==> config.mk <==
export PLATFORM = sky130hd
export DESIGN_NAME = ap_mult_rr_sched
export DESIGN_NICKNAME = d
export VERILOG_FILES = /design/src/rtl/ap_mult_rr_sched.sv
export SDC_FILE = /design/constraint.sdc
export NUM_CORES = 1
export LEC_CHECK = 0
export ABC_AREA = 1
export BUFFER_PORTS_ARGS = -buffer_cell sky130_fd_sc_hd__buf_2
export CORE_MARGIN = 8
export CORE_UTILIZATION = 40
export CTS_CLUSTER_SIZE = 8
export DETAILED_ROUTE_END_ITERATION = 12
export MAX_ROUTING_LAYER = met4
export PLACE_DENSITY = 0.67
export SLEW_MARGIN = 20
export SYNTH_ARGS = -nofsm -noshare
export SYNTH_HDL_FRONTEND = slang
export SYNTH_HIERARCHICAL = 1
export SYNTH_SLANG_ARGS = --single-unit
==> constraint.sdc <==
create_clock -name clk -period 5.2 [get_ports clk]
set_input_delay 0.26 -clock clk [delete_from_list [all_inputs] [get_ports clk]]
set_output_delay 0.26 -clock clk [all_outputs]
set_load 0.1 [all_outputs]
==> src/rtl/ap_mult_rr_sched.sv <==
// ============================================================================
// Module   : ap_mult_rr_sched (+ ap_si_wall_8b_r5)
// Brief    : Round-robin scheduler sharing one approximate signed 8x8 multiplier.
// Revision : 1.0
// ============================================================================
`default_nettype none

// Signed Baugh-Wooley partial products with columns 0..4 removed, reduced
// by a row-level carry-save (Wallace) tree and a final carry-propagate add.
module ap_si_wall_8b_r5 (
  input  logic [7:0]  a,
  input  logic [7:0]  b,
  output logic [15:0] p
);
  localparam int c_drop_cols = 5;

  logic [8:0][15:0] w_pp;
  logic [15:0] w_l1s0, w_l1c0, w_l1s1, w_l1c1, w_l1s2, w_l1c2;
  logic [15:0] w_l2s0, w_l2c0, w_l2s1, w_l2c1;
  logic [15:0] w_l3s0, w_l3c0;
  logic [15:0] w_l4s0, w_l4c0;

  function automatic logic [31:0] csa(input logic [15:0] x, input logic [15:0] y,
                                      input logic [15:0] z);
    logic [15:0] s;
    logic [15:0] c;
    s = x ^ y ^ z;
    c = ((x & y) | (x & z) | (y & z)) << 1;
    return {c, s};
  endfunction

  always_comb begin
    w_pp = '0;
    for (int i = 0; i < 8; i++) begin
      for (int j = 0; j < 8; j++) begin
        if (i + j >= c_drop_cols) begin
          // sign-row and sign-column terms are complemented, but not their crossing
          w_pp[i][i+j] = (a[j] & b[i]) ^ ((i == 7) != (j == 7));
        end
      end
    end
    w_pp[8] = 16'h8100;
  end

  assign {w_l1c0, w_l1s0} = csa(w_pp[0], w_pp[1], w_pp[2]);
  assign {w_l1c1, w_l1s1} = csa(w_pp[3], w_pp[4], w_pp[5]);
  assign {w_l1c2, w_l1s2} = csa(w_pp[6], w_pp[7], w_pp[8]);
  assign {w_l2c0, w_l2s0} = csa(w_l1s0, w_l1c0, w_l1s1);
  assign {w_l2c1, w_l2s1} = csa(w_l1c1, w_l1s2, w_l1c2);
  assign {w_l3c0, w_l3s0} = csa(w_l2s0, w_l2c0, w_l2s1);
  assign {w_l4c0, w_l4s0} = csa(w_l3s0, w_l3c0, w_l2c1);
  assign p = w_l4s0 + w_l4c0;
endmodule

module ap_mult_rr_sched #(
  parameter int NREQ = 4,
  parameter int DW   = 8,
  parameter int IDW  = 2
) (
  input  logic               clk,
  input  logic               rst,
  input  logic [NREQ-1:0]    req_valid,
  output logic [NREQ-1:0]    req_ready,
  input  logic [NREQ*DW-1:0] req_muld,
  input  logic [NREQ*DW-1:0] req_mulr,
  output logic               rsp_valid,
  input  logic               rsp_ready,
  output logic [IDW-1:0]     rsp_id,
  output logic [2*DW-1:0]    rsp_res
);
  logic            r_s1_vld;
  logic [DW-1:0]   r_s1_a;
  logic [DW-1:0]   r_s1_b;
  logic [IDW-1:0]  r_s1_id;
  logic [IDW-1:0]  r_rr_ptr;

  logic            w_s2_adv;
  logic            w_s1_free;
  logic            w_found;
  logic            w_accept;
  logic [IDW-1:0]  w_win;
  logic [IDW-1:0]  w_nxt_ptr;
  logic [IDW:0]    w_ptr_inc;
  logic [2*DW-1:0] w_prod;

  assign w_s2_adv  = r_s1_vld & (~rsp_valid | rsp_ready);
  assign w_s1_free = ~r_s1_vld | w_s2_adv;

  // First requesting index at or after the pointer, wrapping at NREQ-1
  always_comb begin : p_arb
    logic [IDW:0]   v_sum;
    logic [IDW-1:0] v_idx;
    w_found = 1'b0;
    w_win   = '0;
    v_sum   = '0;
    v_idx   = '0;
    for (int k = 0; k < NREQ; k++) begin
      v_sum = {1'b0, r_rr_ptr} + (IDW+1)'(k);
      if (v_sum >= (IDW+1)'(NREQ)) v_sum = v_sum - (IDW+1)'(NREQ);
      v_idx = v_sum[IDW-1:0];
      if (!w_found && req_valid[v_idx]) begin
        w_found = 1'b1;
        w_win   = v_idx;
      end
    end
  end

  assign w_accept  = w_found & w_s1_free & ~rst;
  assign req_ready = w_accept ? (NREQ'(1) << w_win) : '0;

  assign w_ptr_inc = {1'b0, w_win} + (IDW+1)'(1);
  assign w_nxt_ptr = (w_ptr_inc >= (IDW+1)'(NREQ)) ? '0 : w_ptr_inc[IDW-1:0];

  ap_si_wall_8b_r5 u_mult (
    .a (r_s1_a),
    .b (r_s1_b),
    .p (w_prod)
  );

  always_ff @(posedge clk) begin
    if (rst) begin
      r_s1_vld  <= 1'b0;
      r_s1_a    <= '0;
      r_s1_b    <= '0;
      r_s1_id   <= '0;
      r_rr_ptr  <= '0;
      rsp_valid <= 1'b0;
      rsp_id    <= '0;
      rsp_res   <= '0;
    end else begin
      if (w_s2_adv) begin
        rsp_valid <= 1'b1;
        rsp_id    <= r_s1_id;
        rsp_res   <= w_prod;
      end else if (rsp_ready) begin
        rsp_valid <= 1'b0;
      end

      if (w_accept) begin
        r_s1_vld <= 1'b1;
        r_s1_a   <= req_muld[w_win*DW +: DW];
        r_s1_b   <= req_mulr[w_win*DW +: DW];
        r_s1_id  <= w_win;
        r_rr_ptr <= w_nxt_ptr;
      end else if (w_s2_adv) begin
        r_s1_vld <= 1'b0;
      end
    end
  end
endmodule

`default_nettype wire

; Word-level counts from Yosys, hierarchy flattened
; Cells that the tools add are included.
[totals]
latchBits = 0
regBits = 40
rom_bits = 0
word_cells = 181
n_memories = 0
ramBits = 0
[classes]
shifts = 3
multipliers = 0
n_reduce_logical = 8
addsub = 9
n_div = 0
eq_ne = 0
mux = 26
bitwise = 118
magnitude_cmp = 9
[ops]
columns = op, n
row1 = AND 15 bit, 11
row2 = bitwise OR 15 bit, 9
row3 = bitwise XOR 16 bit, 6
row4 = indexed part select 32 x 6 -> 8 bit, 2
row5 = AND 1 bit, 52
row6 = bitwise OR 15 x 9 -> 15 bit, 2
row7 = 2-to-1 mux 2 bit, 9
row8 = NOT 1 bit, 17
row9 = adder 16 bit, 1
row10 = bitwise XOR 10 x 16 -> 16 bit, 1
row11 = bitwise XOR 16 x 13 -> 16 bit, 1
row12 = AND 14 x 15 -> 15 bit, 1
row13 = AND 15 x 13 -> 15 bit, 1
row14 = bitwise OR 15 x 10 -> 15 bit, 1
row15 = bitwise XOR 14 x 15 -> 15 bit, 1
row16 = AND 11 x 13 -> 13 bit, 1
row17 = AND 12 x 13 -> 13 bit, 1
row18 = bitwise OR 12 x 13 -> 13 bit, 1
row19 = bitwise OR 13 bit, 1
row20 = bitwise XOR 12 x 13 -> 13 bit, 1
row21 = AND 11 x 12 -> 12 bit, 1
row22 = ">= comparator 3 bit, second input constant", 4
row23 = "less-than comparator 2 x 3 -> 1 bit, second input constant", 4
row24 = 2-to-1 mux 1 bit, 12
row25 = 18 further kinds, 32

; Depth between registers and ports, before layout
; Gate-level depths: netlist (run 1).
[depth]
depth_word = 17
ltp_mapped = 22

; Cells and area by module
; Netlist (run 1), hierarchy kept.
[by_module_without_submodules]
columns = mod, seq_area_each_um2, n_inst, area_each_um2, cells_per_inst
row1 = ap_mult_rr_sched, 800.8, 1, 2383.5, 375
row2 = ap_si_wall_8b_r5, 0.0, 1, 1667.8, 236

; Worst setup path before layout (run 1)
; Ideal clock, no wire load.
[synth_timing]
kind = register to register
start = reg r_s1_a[5]
end = reg rsp_res[14]
n_path_buf = 1
setup_ns = 0.117
stages_incl_launch_ff = 21
slack_ns = 1.351
t_arrival_ns = 3.732
path_cell_list = dfxtp_1 > clkbuf_1 > nand2_1 > inv_1 > fa_1 > inv_1 > fa_1 > fa_1 > fa_1 > inv_1 > ha_1 > inv_1 > fa_1 > inv_1 > nand2_1 > nand2_1 > nand3_1 > nand3_1 > nand2_1 > o21ai_0 > nor2_1
[synth_via]
elab_chain_cells = 14
[synth_rtl]
columns = item, line
row1 = from (decl), 72  ; logic [DW-1:0] r_s1_a;
row2 = from (signal assigned), 141  ; r_s1_a <= req_muld[w_win*DW +: DW];
row3 = AND 1 bit, 38  ; w_pp[i][i+j] = (a[j] & b[i]) ^ ((i == 7) != (j == 7));
row4 = AND 8 x 9 -> 9 bit / AND 8 x 10 -> 10 bit (equally long branches), 28  ; c = ((x & y) | (x & z) | (y & z)) << 1;
row5 = bitwise OR 15 bit, 28
row6 = bitwise OR 15 x 10 -> 15 bit, 28
row7 = AND 15 bit, 28
row8 = bitwise OR 15 bit (2 in a row), 28
row9 = AND 15 bit, 28
row10 = bitwise OR 15 bit (2 in a row), 28
row11 = AND 15 bit, 28
row12 = bitwise OR 15 bit (2 in a row), 28
row13 = adder 16 bit (*), 52  ; assign p = w_l4s0 + w_l4c0;
row14 = via w_prod[14], 84  ; logic [2*DW-1:0] w_prod;
row15 = to (signal assigned), 134  ; rsp_res <= w_prod;
row16 = to (decl), 69  ; output logic [2*DW-1:0] rsp_res
; Mark *: on every way through the listed nets, which the timed path passes. The rest lies on a longest branch.
; A chain may end at the register's enable or synchronous reset.

; Final worst setup path (run 1)
[layout_timing]
start = reg r_s1_a[6]
end = reg rsp_res[14]
; The elaborated chain is that of the path after synthesis.

==> results of run 1 <==
[path summary, 6_finish.rpt]
kind | start | to | cells past startpoint
setup / recovery | r_s1_a[6]$_SDFFE_PP0P_ | rsp_res[14]$_SDFFE_PP0P_ | 19
hold / removal | rst | rsp_valid$_SDFFE_PP0P_ | 2
setup reg to reg | r_s1_a[6]$_SDFFE_PP0P_ | rsp_res[14]$_SDFFE_PP0P_ | 19
hold reg to reg | r_s1_id[0]$_SDFFE_PP0P_ | r_s1_id[0]$_SDFFE_PP0P_ | 2
[cells in the mapped netlist]
cell,instances
ha_1,23
clkinv_1,2
nand3b_1,1
or2_4,1
nand2_2,5
nand4_1,33
clkbuf_1,12
or2_1,1
nand3_1,70
nand3_2,3
buf_6,4
o31ai_2,1
buf_4,6
inv_6,1
a21oi_1,5
nor3_1,1
nand2_1,168
o21ai_0,21
xnor2_1,3
fa_1,32
inv_2,3
nand3_4,2
nor2_2,1
nor2_4,1
inv_1,112
o21ai_1,1
conb_1,1
nor2_1,42
buf_2,15
dfxtp_1,40
[layer usage]
layer	GRT usage (%)	up-vias	share of wire (%)
met5	-	-	0
li1	-	2011	-
met1	18.0	1738	45
met3	2.84	5	4.5
met2	28.3	82	50
met4	2.30	0	0.53
[flip-flops by register name (all words and copies together), names as in the netlist]
register	flops
r_s1_a	8
r_s1_vld	1
rsp_valid	1
rsp_res	16
rsp_id	2
r_rr_ptr	2
r_s1_id	2
r_s1_b	8
[cells in the final DEF (no fill, tap or decap), drive strengths merged]
cell type  Yosys  final
o31ai          1      1
or2            2      2
conb           1      5
nand3b         1      1
o21ai         22     22
nand2        173    173
clkbuf        12      6
bufinv         0      1
dfxtp         40     40
clkinv         2      3
a21oi          5      5
fa            32     32
nand3         75     75
inv          116    116
ha            23     23
nor3           1      1
nor2          44     44
buf           25     94
nand4         33     33
xnor2          3      3
[metrics by stage]
| step | utilization (%) | setup slack [ns] | instance area [sq um] | hold WS, ns | std cells |
|---|---|---|---|---|---|
| final | 47.0 | 1.18 | 4620 | 0.188 | 813 |
| after global routing | 47.0 | 0.850 | 4620 | 0.201 | 813 |
| after CTS | 47.0 | 1.18 | 4620 | 0.183 | 813 |
| after detailed placement | 45.8 | 1.21 | 4500 | 0.463 | 805 |
| after global placement | 45.8 | 1.31 | 4500 | 0.458 | 805 |
| after floorplan | - | 1.35 | 4070 | 0.329 | 615 |
[cell families (layout without fill, tap and decap cells)]
| family | after synthesis | count (layout) | share of synthesized area, % |
|---|---|---|---|
| XOR/XNOR | 3 | 3 | 0.649 |
| AO/OA/AOI/OAI | 28 | 28 | 3.64 |
| AND/OR/NAND/NOR | 329 | 329 | 36.7 |
| adder cells (fa/ha/maj) | 55 | 55 | 22.9 |
| flip-flops | 40 | 40 | 19.8 |
| other | 1 | 5 | 0.0926 |
| buffers and inverters | 155 | 220 | 16.2 |
[area by class of cell]
type,instances,area share [%]
repair buffers,94,10.2
multi-input cells,420,56.5
inverters,118,9.70
clock buffers,6,1.79
clock inverters,2,0.840
flip-flops and latches,40,17.3
well taps,133,3.60
==> run_results.csv, run 1 <==
group,metric,value,unit
status,status,"finished clean",
sta,max_freq,248,MHz
critical_path,cp_top_family,"adder cells",
critical_path,cp.required,5.39,ns
die,die_y,117,um
critical_path,worstPathMaxFanout,9,
placed_design,gp_congestion,0.927,
clocking,clkLatencyLatePin,0.30,ns
job,drv_cap,0,
placed_design,dp_hpwl,7.90,mm
detailed_routing,drt_iter0_drc,149,
critical_path,cp-end-kind,"flip-flop",
finish,drive_gt1_share,17.6,%
worst_hold_path,hold_class,"in2reg",
sta,relSlewSlack,34.7,%
die,initial_core_util,41.3,%
clocking,hold_buffers,0,
sta,period_needed,4.02,ns
critical_path,cp_slowest_cell,"fa_1",
yosys,ys.warnings.count,6,
sta,period_share,77.4,%
critical_path,slowest_delay,0.55,ns
die,io_pins,94,
finish,num-nets-final,805,
clocking,path_clk_slew,0.09,ns
global_route,antenna_found_initial,0,
critical_path,worstSetupPathType,"reg2reg",
die,rows,36,
critical_path,path_cells,"nand2_1 > fa_1 > inv_1 > fa_1 > inv_1 > fa_1 > fa_1 > inv_1 > ha_1 > inv_1 > fa_1 > inv_1 > nand2_1 > nand2_1 > nand3_1 > nand3_1 > nand2_1 > o21ai_0 > nor2_1",
yosys,synth_top_area_share,19.8,%
global_route,grt_overflow,0,
yosys,ys_ff_latch,40,
yosys,syn-cell-area,4050,sq um
yosys,yosysUniqueCellTypes,30,
global_route,grt_usage,15.7,%
detailed_routing,wire_per_inst,12.3,um
yosys,synth.largest_area_cell,"dfxtp_1",
global_route,grt_max_degree,39,
clocking,cts_resized,0,
yosys,avgSynthCellArea,6.63,sq um
clocking,htree_levels,2,
clocking,root_buffer,"clkbuf_8",
placed_design,portBuffers,93,
clocking,cts.sinks,40,
sta,tns,0,ns
sta,worst_slew_pin_slew,0.979,ns
yosys,synthTopCellsByArea,"dfxtp_1 (20%), fa_1 (16%), nand2_1 (16%), inv_1 (10%), nand3_1 (8.6%)",
sta,finalMaxSlewViolations,0,
sta,fin_skew,0.0130,ns
finish,n_fill_cell,1067,
detailed_routing,first_pass_iters,4,
detailed_routing,drc,0,
die,core-area,9820,sq um
detailed_routing,vias,3836,
die,die_w,117,um
critical_path,rrSetupSlack,1.18,ns
detailed_routing,vias_per_cell,4.72,
finish,multiInputGateArea,2610,sq um
detailed_routing,totalWireLength,9.97,mm
finish,num_antenna_cells,0,
sta,setup_viol,0,
global_route,grt_pass1_wl,17.0,mm
clocking,cts_tree,"done",
sta,hold_viol,0,
critical_path,cp.buffers_inverters,5,
global_route,grt_pass1_vias,3843,
clocking,cts_setup_buffers,0,
die,die_area,13600,sq um
finish,syn2layout_area_growth,14.0,%
detailed_routing,antenna_left,0,
clocking,cts_buffer_depth,2,
yosys,seq_area_frac_synth,19.8,%
critical_path,start_kind,"flip-flop",
yosys,syn_inst,611,
critical_path,worst_ep_arrival_time,4.21,ns
clocking,cts_buffers,5,
finish,seq_area,801,sq um
sta,rsz0062_at_grt,"no",
Power of run 1 is not shown: default switching activity piles up to over one toggle a cycle in this logic, so the estimate is an artifact.
==> inputs of run 2 (changes only) <==
==> constraint.sdc (replaced) <==
create_clock -name clk -period 3.92 [get_ports clk]
set_input_delay 0.196 -clock clk [delete_from_list [all_inputs] [get_ports clk]]
set_output_delay 0.196 -clock clk [all_outputs]
set_load 0.1 [all_outputs]
==> run_results.csv, run 2 (synthesis results as in run 1) <==
group,metric,value,unit
worst_hold_path,hold_class,"in2reg",
placed_design,portBuffers,93,
clocking,cts_buffers,5,
status,status,"finished clean",
finish,final_common_cell,"nand2_1",
placed_design,gp_congestion,0.929,
global_route,grt_pass1_vias,3936,
sta,finalMaxSlewViolations,0,
sta,period_share,98.3,%
detailed_routing,drc,0,
clocking,cts.sinks,40,
detailed_routing,antenna_left,0,
critical_path,crit_top_cell,"inv_2",
sta,fin_skew,0.0110,ns
clocking,root_buffer,"clkbuf_8",
global_route,grt_pass1_wl,17.4,mm
global_route,grt_usage,15.9,%
global_route,grt_overflow,0,
sta,rsz0062_at_grt,"yes",
detailed_routing,drt_iter0_drc,230,
critical_path,worstSetupPathType,"reg2reg",
finish,syn2layout_area_growth,19.5,%
clocking,cts_tree,"done",
critical_path,cp.required,4.10,ns
sta,period_needed,3.85,ns
finish,largestRegisters,"rsp_res: 16 flops, r_s1_a: 8 flops, r_s1_b: 8 flops",
detailed_routing,vias,3949,
finish,drive_gt1_share,23.9,%
critical_path,path_cells,"nand2_2 > inv_2 > fa_1 > inv_2 > fa_1 > fa_1 > fa_1 > inv_2 > ha_4 > inv_2 > fa_2 > inv_2 > nand2_2 > nand2_2 > nand2_2 > xnor2_2 > o21ai_2 > nor2_1",
die,io_pins,94,
critical_path,worst_ep_arrival_time,4.03,ns
global_route,grt_use_met3,2.12,%
global_route,met2_usage,27.5,%
die,initial_core_util,41.3,%
global_route,antenna_found_initial,0,
detailed_routing,vias_per_cell,4.75,
finish,largest_reg_flops,16,
clocking,clkLatencyLatePin,0.30,ns
die,die_area,13600,sq um
finish,top_register,"rsp_res",
die,die_y,117,um
sta,worst_slew_pin_slew,0.629,ns
die,die_w,117,um
detailed_routing,wire_per_inst,12.3,um
job,drv_cap,0,
sta,relSlewSlack,57.9,%
critical_path,slowest_delay,0.57,ns
global_route,grt_max_degree,38,
critical_path,start_kind,"flip-flop",
detailed_routing,first_pass_iters,4,
critical_path,cp_slowest_cell,"fa_1",
finish,mostFrequentLayoutCells,"nand2_1 (163), inv_1 (106), buf_2 (93)",
placed_design,dp_hpwl,7.88,mm
critical_path,worstPathMaxFanout,4,
sta,hold_viol,0,
clocking,cts_buffer_depth,2,
global_route,grtUsageMet1,19.2,%
critical_path,rrSetupSlack,0.07,ns
clocking,htree_levels,2,
sta,max_freq,260,MHz
detailed_routing,totalWireLength,10.2,mm
die,rows,36,
clocking,hold_buffers,0,
sta,setup_viol,0,
placed_design,pre_cts_slack,-0.00795,ns
clocking,path_clk_slew,0.09,ns
global_route,grt_most_used_layer,"met2",
die,core-area,9820,sq um
sta,setup_ws,0.0678,ns
critical_path,cp-end-kind,"flip-flop",
finish,num-nets-final,823,
finish,num_antenna_cells,0,
-- run 2: changes by cell type in the layout (fill, tap and decap cells not counted), moves of 3 or more --
cell	delta
buf_4	+18
dfxtp_1	-10
inv_1	-6
dfxtp_2	+5
dfxtp_4	+5
inv_2	+5
nand2_1	-5
nand2_2	+5
o21ai_0	-3
-- run 2: worst max-delay path: cells and delay by family (launching register included) --
kind / cells / cell delay, ns
and+or+nand+nor: 5 / 0.32
buffers and inverters: 5 / 0.27
AOI/OAI and AO/OA: 1 / 0.11
DFF: 1 / 0.37
xor gates and xnor gates: 1 / 0.13
adders and majority gates: 6 / 2.55
-- run 2: worst paths after layout --
path,from,end,depth (start not counted)
max reg2reg,r_s1_b[5]$_SDFFE_PP0P_,rsp_res[12]$_SDFFE_PP0P_,18
min,rst,r_s1_id[1]$_SDFFE_PP0P_,2
min reg2reg,r_s1_id[1]$_SDFFE_PP0P_,r_s1_id[1]$_SDFFE_PP0P_,2
max,r_s1_b[5]$_SDFFE_PP0P_,rsp_res[12]$_SDFFE_PP0P_,18
-- run 2: final cells by class --
cell class                 instances  area [sq um]
inverter                         118           449
clock inverter                     2          38.8
tap                              133           166
sequential                        40           826
clock buffer                       6          82.6
multi-input combinational        420          2670
fill                            1009          4980
timing repair buffer             112           608
-- run 2: per-stage QoR --
step | cell area (sq um) | util (%) | setup TNS (ns) | hold WS, ns | instances
after floorplan | 4070 | - | 0 | 0.265 | 615
after global placement | 4560 | 46.5 | 0 | 0.438 | 814
after detailed placement | 4560 | 46.5 | -0.00795 | 0.439 | 814
after CTS | 4690 | 47.8 | 0 | 0.122 | 822
after global routing | 4840 | 49.3 | -0.217 | 0.131 | 831
final | 4840 | 49.3 | 0 | 0.124 | 831
-- run 2: repair_timing --
action | 4_1_cts | 5_1_grt
cloned | 0 | 0
pin swaps | 1 | 16
buffers inserted | 0 | 9
endpoints found under the setup margin | 2 | 5
resized for setup | 4 | 35
-- run 2: per-layer routing --
layer	share of wire, %	vias up
met3	3.8	19
li1	-	2052
met2	49	90
met4	2.0	0
met1	45	1788
met5	0	-
Power of run 2 is left out for the same reason.
==> inputs of run 3 (changes only) <==
--- a/config.mk
+++ b/config.mk
@@ -7,12 +7,15 @@
 export LEC_CHECK = 0
 export ABC_AREA = 1
 export BUFFER_PORTS_ARGS = -buffer_cell sky130_fd_sc_hd__buf_2
-export CORE_MARGIN = 8
-export CORE_UTILIZATION = 40
+export CELL_PAD_IN_SITES_DETAIL_PLACEMENT = 1
+export CELL_PAD_IN_SITES_GLOBAL_PLACEMENT = 2
+export CORE_MARGIN = 4
+export CORE_UTILIZATION = 30
 export CTS_CLUSTER_SIZE = 8
 export DETAILED_ROUTE_END_ITERATION = 12
 export MAX_ROUTING_LAYER = met4
-export PLACE_DENSITY = 0.67
+export PLACE_DENSITY = 0.88
+export RECOVER_POWER = 50
 export SLEW_MARGIN = 20
 export SYNTH_ARGS = -nofsm -noshare
 export SYNTH_HDL_FRONTEND = slang
==> run_results.csv, run 3 (synthesis results as in run 1) <==
group,metric,value,unit
worst_hold_path,hold_class,"in2reg",
sta,tns,0,ns
sta,rsz0062_at_grt,"yes",
finish,top_register,"rsp_res",
critical_path,cp.required,4.15,ns
finish,final_common_cell,"nand2_1",
sta,max_freq,259,MHz
detailed_routing,antenna_left,0,
critical_path,worstSetupPathType,"reg2reg",
placed_design,gp_congestion,0.892,
detailed_routing,wire_per_inst,13.5,um
sta,setup_ws,0.0577,ns
clocking,cts_buffer_depth,2,
finish,drive_gt1_share,21.4,%
die,die_w,124,um
die,initial_core_util,30.6,%
clocking,clkLatencyLatePin,0.28,ns
status,status,"finished clean",
finish,syn2layout_area_growth,20.2,%
sta,finalMaxSlewViolations,0,
detailed_routing,vias,4061,
global_route,grt_overflow,0,
global_route,antenna_found_initial,0,
clocking,htree_levels,2,
global_route,grtUsageMet1,18.3,%
clocking,cts.sinks,40,
die,die_y,124,um
global_route,grt_max_degree,39,
critical_path,worstPathMaxFanout,5,
critical_path,worst_ep_arrival_time,4.09,ns
sta,fin_skew,0.0125,ns
die,core-area,13200,sq um
sta,hold_viol,0,
finish,num_antenna_cells,0,
job,drv_cap,0,
clocking,hold_buffers,0,
global_route,met2_usage,28.7,%
finish,largest_reg_flops,16,
sta,worst_slew_pin_slew,1.18,ns
sta,setup_viol,0,
finish,largestRegisters,"rsp_res: 16 flops, r_s1_a: 8 flops, r_s1_b: 8 flops",
die,die_area,15400,sq um
global_route,grt_use_met3,2.36,%
placed_design,portBuffers,93,
global_route,grt_pass1_wl,20.3,mm
detailed_routing,drt_iter0_drc,135,
sta,relSlewSlack,21.8,%
sta,period_share,98.5,%
die,io_pins,94,
critical_path,start_kind,"flip-flop",
global_route,grt_usage,15.7,%
placed_design,pre_cts_slack,-0.103,ns
placed_design,dp_hpwl,9.31,mm
finish,mostFrequentLayoutCells,"nand2_1 (163), inv_1 (105), buf_2 (74)",
detailed_routing,vias_per_cell,4.66,
clocking,cts_buffers,5,
sta,period_needed,3.86,ns
detailed_routing,totalWireLength,11.7,mm
critical_path,cp-end-kind,"flip-flop",
clocking,cts_tree,"done",
clocking,path_clk_slew,0.07,ns
global_route,grt_most_used_layer,"met2",
detailed_routing,drc,0,
global_route,grt_pass1_vias,4385,
finish,num-nets-final,822,
clocking,root_buffer,"clkbuf_16",
die,rows,42,
detailed_routing,first_pass_iters,4,
==> run 3: cell types whose count changed in the layout (fill, tap and decap cells not counted), moves of 2 or more <==
cell       before  now
fa_2            2    4
buf_2          93   74
dfxtp_1        30   28
clkbuf_8        6    0
fa_1           30   28
dfxtp_4         5    3
clkbuf_1        0   19
dfxtp_2         5    9
inv_2           8   10
clkbuf_16       0    5
o21ai_1         3    5
==> run 3: timing repair <==
action / 4_1_cts / 5_1_grt
buffers inserted: 0 / 4
cloned: 0 / 0
gates resized for setup: 14 / 26
setup endpoints to repair: 2 / 5
pin swaps: 1 / 11
==> run 3: metal layers <==
| metal | share of wire, % | up-vias |
|---|---|---|
| li1 | - | 2050 |
| met1 | 44 | 1937 |
| met2 | 52 | 60 |
| met3 | 3.0 | 14 |
| met4 | 1.2 | 0 |
| met5 | 0 | - |
==> run 3: final cells by class <==
cell class | instances | area [sq um]
fillers | 1750 | 8370
multi-input cells | 420 | 2670
flip-flops and latches | 40 | 823
repair buffers | 111 | 577
inverters | 118 | 448
well taps | 176 | 220
clock buffers | 5 | 125
clock inverters | 2 | 12.5
==> run 3: critical path: stages, from the launching register on <==
cell and delay, ns:
dfxtp_4 0.36, nand2_2 0.07, inv_2 0.04, fa_1 0.54
inv_2 0.05, fa_1 0.50, fa_1 0.58, fa_1 0.44
inv_2 0.09, ha_4 0.14, inv_2 0.04, fa_2 0.36
inv_2 0.06, nand2_2 0.05, nand2_2 0.08, nand3_2 0.08
nand2_1 0.07, nand2_1 0.06, nand2_1 0.05, o21ai_1 0.06
nor2_1 0.10
==> run 3: per-stage QoR <==
step | hold slack, ns | instances | utilization, % | cell area (sq um)
floorplan | 0.265 | 615 | - | 4070
global placement | 0.438 | 861 | 35.1 | 4650
detailed placement | 0.437 | 861 | 35.1 | 4650
CTS | 0.140 | 868 | 36.3 | 4810
global route | 0.149 | 872 | 36.8 | 4870
finish | 0.138 | 872 | 36.8 | 4870
==> run 3: final timing paths <==
check	startpoint	end	slack (ns)	cells after the start
max	r_s1_b[3]$_SDFFE_PP0P_	rsp_res[14]$_SDFFE_PP0P_	0.06	20
min	rst	rsp_valid$_SDFFE_PP0P_	0.14	2
max reg2reg	r_s1_b[3]$_SDFFE_PP0P_	rsp_res[14]$_SDFFE_PP0P_	0.06	20
min reg2reg	r_s1_id[0]$_SDFFE_PP0P_	r_s1_id[0]$_SDFFE_PP0P_	0.47	2
Power of run 3 is left out for the same reason.
